==> config.mk <==
export PLATFORM = sky130hd
export DESIGN_NAME = mux_8in_16bits
export DESIGN_NICKNAME = d
export VERILOG_FILES = /design/src/rtl/mux_8in_16bits.sv
export SDC_FILE = /design/constraint.sdc
export NUM_CORES = 1
export LEC_CHECK = 0
export ABC_CLOCK_PERIOD_IN_PS = 5700
export CORE_MARGIN = 2
export CORE_UTILIZATION = 32
export CTS_CLUSTER_SIZE = 25
export DETAILED_ROUTE_END_ITERATION = 12
export PLACE_DENSITY = 0.95
export REMOVE_ABC_BUFFERS = 1
export SYNTH_ARGS = -nofsm -noshare
export SYNTH_HDL_FRONTEND = slang
export SYNTH_SLANG_ARGS = --single-unit
==> constraint.sdc <==
create_clock -name clk -period 5.7 [get_ports clk]
set_clock_uncertainty 0.05 [all_clocks]
set_input_delay 1.71 -clock clk [delete_from_list [all_inputs] [get_ports clk]]
set_output_delay 1.71 -clock clk [all_outputs]
set_load 0.1 [all_outputs]
==> src/rtl/mux_8in_16bits.sv <==
// mux_8in_16bits: 8:1 16-bit selector with combinational result and registered copy plus select echo.
module mux_8in_16bits #(
  parameter int WIDTH = 16,
  parameter int SEL_W = 3
) (
  input  logic             clk,
  input  logic             rst_n,
  input  logic [WIDTH-1:0] a,
  input  logic [WIDTH-1:0] b,
  input  logic [WIDTH-1:0] c,
  input  logic [WIDTH-1:0] d,
  input  logic [WIDTH-1:0] e,
  input  logic [WIDTH-1:0] f,
  input  logic [WIDTH-1:0] g,
  input  logic [WIDTH-1:0] h,
  input  logic [SEL_W-1:0] select,
  output logic [WIDTH-1:0] r,
  output logic [WIDTH-1:0] r_q,
  output logic [SEL_W-1:0] sel_q
);
  logic [WIDTH-1:0] r_d;
  logic [SEL_W-1:0] sel_d;
  always_comb begin
    r = a;
    case (select)
      3'd0: r = a;
      3'd1: r = b;
      3'd2: r = c;
      3'd3: r = d;
      3'd4: r = e;
      3'd5: r = f;
      3'd6: r = g;
      3'd7: r = h;
    endcase
    r_d   = r;
    sel_d = select;
  end
  always_ff @(posedge clk or negedge rst_n) begin
    if (!rst_n) begin
      r_q   <= '0;
      sel_q <= '0;
    end else begin
      r_q   <= r_d;
      sel_q <= sel_d;
    end
  end
endmodule

==> Word level (Yosys, flattened, before mapping) <==
Index checks and enable logic that the tools add are counted.
{ "op_classes": {"n_eq_ne": 7, "n_mux": 1, "reduce_logical": 1} }
{ "ops": {"columns": ["op", "n"], "rows": [
  ["16-bit one-hot mux with 8 select lines", 1],
  ["3-bit equality test, second input constant", 4],
  ["3-bit by 2-bit equality test with 1-bit output, second input constant", 2],
  ["3-bit by 1-bit equality test with 1-bit output, second input constant", 1],
  ["3-bit zero test", 1]
]} }
{ "word_totals": {"ff_bits": 19, "in_bits": 133, "output_inout_bits": 35, "elab_cells": 11} }

==> Logic depth before layout (Yosys ltp) <==
{ "logic_depth": {"word_depth": 2, "ltp_mapped": 6, "mapped_depth_nobuf": 3} }

==> Worst setup path after synthesis <==
No wires, ideal clock.
{ "synth_timing": {"kind": "input port to output port", "startpoint": "input select[2]", "endpoint": "output r[5]", "arrival_time_ps": 4037, "t_required_ps": 3940, "setup_slack_ps": -97, "path_stages": 5, "path_buffers": 2, "cell_sequence": "buf_4 buf_4 and3b_1 nand2_1 a31oi_1"} }
{ "synth_between": {"elab_chain_cells": 2, "word_cells_on_any_way": 9, "cone_classes": "eq/ne (7); mux (1); reduce/logical (1)"} }
{ "synth_rtl": {"columns": ["item", "line_no", "text"], "rows": [
  ["from (decl)", "16", "input logic [SEL_W-1:0] select,"],
  ["3-bit equality test, or another cell as far along", "25", "case (select)"],
  ["16-bit one-hot mux with 8 select lines *", "25", null],
  ["to (decl)", "17", "output logic [WIDTH-1:0] r,"]
]} }
Every way passes the cells marked *; elsewhere a longest branch is shown, timed or not.

==> Worst setup path after layout <==
{ "layout_timing": {"startpoint": "input select[1]", "endpoint": "output r[2]"} }
The elaborated chain is that of the path after synthesis.

==> flow_summary.yaml <==
global_routing:
  grt_pass1_wl_mm: 10.08
  grt_antenna_before_repair: 0
  grt-ovfl-total: 0
  grt_pass1_vias: 2072
  grt_start_max_net_pins: 34
  grtUsageTotal_pct: 23.83
place:
  gp_congestion: 0.8191
  place_area_sq_mm: 0.003500
  io_buffers: 167
  place_worst_setup_slack_ps: 506.5
  dp_hpwl_mm: 5.669
  dp_cells: 386
floorplan:
  floorplan.rows: 25
  dieArea_sq_mm: 0.005673
  coreArea_sq_mm: 0.004817
  ios: 168
  die_h_microns: 75.32
  start_util_pct: 33.79
  dieWidth_microns: 75.32
yosys:
  ys_ff_latch: 19
  synth.area.mux_share_pct: 27.44
  yosysWarnings: 0
  synth_xor_xnor_area_share_pct: 0
  netlist_area_sq_mm: 0.001628
  synth_adder_area_share_pct: 0
  ys_types: 23
  synth_compound_area_share_pct: 23.90
  syn_inst: 163
  yosysSeqAreaShare_pct: 29.21
  synth_simple_gate_area_share_pct: 11.84
  syn_avg_cell_area_sq_um: 9.987
  synth_top_family_by_area: "multiplexers"
layout:
  area_growth_pct: 118.0
  antenna_cells: 0
  fin_cells: 390
  fin_util_pct: 73.66
  nets: 457
  fillers: 351
  finalInstanceArea_sq_mm: 0.003548
  drive_gt1_share_pct: 11.46
timing:
  hold-worst-slack_ps: 1877
  worst_pin_slew_ps: 1025
  finalHoldViolations: 0
  finalWorstSetupSlack_ps: 490.4
  period_minus_slack_ps: 5210
  fin_crit_sh_pct: 91.40
  rsz0062_at_grt: "no"
  slew_violations: 0
  max_slew_margin_pct: 31.48
  max_freq_mhz: 192.0
  finalSetupViolCount: 0
  tns_ps: 0
power_and_ir_drop:
  vdd_drop_max_mv: 0.1276
  power.density_mw_per_mm2: 207.6
  finalPower_mw: 0.7365
  p_leak_nw: 1.445
clock_network:
  clock_sinks: 19
  cts_made_buffers: 3
  cts_resized: 0
  cts_setup_buffers: 0
  cts_hold_buf: 0
  cts_tree: "built"
  root_buffer: "clkbuf_8"
  clk_pin_slew_worst_paths_ps: 80
  cts_max_path_buffers: 2
  h-tree-depth: 1
drt:
  drt_iter0_drc: 53
  wirelength_mm: 6.901
  dr_total_vias: 2031
  first_pass_iters: 4
  vias_per_cell: 5.208
  antenna_left: 0
  drc: 0
  wl_per_cell_microns: 17.69
setup_path:
  cp.arrival_ps: 3450
  cp_max_fo: 14
  cp_data_required_time_ps: 3940
  crit_path_end_kind: "output pin"
  startpoint_type: "input port"
  crit_type: "input port to output pin"
hold_path:
  min_path_type: "input port to flop"
outcome:
  status: "completed"
flow_run:
  max_cap_viol_count: 0
[worst max-delay path, stage by stage]
cell             delay (ps)
clkdlybuf4s50_1         540
buf_4                   210
nand2_1                 280
o22ai_1                 240
o22a_1                  270
buf_12                  200
[power by group]
| part | internal [mW] | switching (mW) |
|---|---|---|
| combinational | 0.194 | 0.292 |
| clock | 0.0492 | 0.0488 |
| sequential | 0.149 | 0.00376 |
[state kept, by name (all words and copies together), names as in the netlist]
name / count
r_q: 16
sel_q: 3
[cells by family (layout without fill, tap and decap cells)]
family | count (synthesis) | count (layout)
buffers and inverters | 19 | 179
multiplexers | 43 | 43
AND/OR/NAND/NOR | 31 | 31
flip-flops | 19 | 19
AO/OA/AOI/OAI | 51 | 51
[metal layers]
metal	routed length (microns)	GRT usage (%)	vias up	share of wire, %
met2	3610	46.28	112	52
met1	2484	24.55	946	36
met5	0	0	-	0
met4	136	9.162	0	2.0
li1	-	-	960	-
met3	669	5.291	13	9.7
[layout make-up]
cell class / count / area, sq um / share of cell area [%]
Clock buffer: 3 / 41.29 / 1.164
Clock inverter: 1 / 7.507 / 0.2116
Multi-Input combinational cell: 125 / 1028 / 28.98
Tap cell: 67 / 83.83 / 2.362
Timing Repair Buffer: 175 / 1912 / 53.88
Sequential cell: 19 / 475.5 / 13.40
[synth_stat cells]
library cell | count | area share [%]
a211o_1 | 4 | 2.2
a211oi_1 | 13 | 6.0
a21bo_2 | 3 | 1.8
a21oi_1 | 2 | 0.61
a31oi_1 | 3 | 1.2
and3b_1 | 1 | 0.54
buf_2 | 6 | 1.8
buf_4 | 4 | 1.8
buf_6 | 4 | 2.8
clkbuf_1 | 5 | 1.2
dfrtp_1 | 19 | 29
mux2_2 | 3 | 2.1
mux2i_1 | 39 | 24
mux4_2 | 1 | 1.4
nand2_1 | 7 | 1.6
nor2_1 | 5 | 1.2
nor3b_1 | 16 | 7.4
o211ai_1 | 3 | 1.4
o22a_1 | 11 | 5.9
o22ai_1 | 11 | 4.2
o32a_1 | 1 | 0.61
or2b_1 | 1 | 0.46
or3_4 | 1 | 0.69
[cells in the final DEF, fill, tap and decap left out, drive strengths merged, types with 5 or more instances in the layout]
cell type and instances:
nor3b 16, clkdlybuf4s50 150, nand2 7, a211oi 13, o22ai 11, nor2 5
buf 25, o22a 11, dfrtp 19, mux2i 39
[final timing paths]
path	end	cells past startpoint	slack, ps	from
worst max-delay path	r[2]	6	490	select[1]
worst min-delay path	sel_q[2]	2	1880	select[2]
max in group asynchronous	r_q[0]	1	3130	rst_n
min in group asynchronous	r_q[14]	1	1910	rst_n
Power figures use the tool's default switching activity.
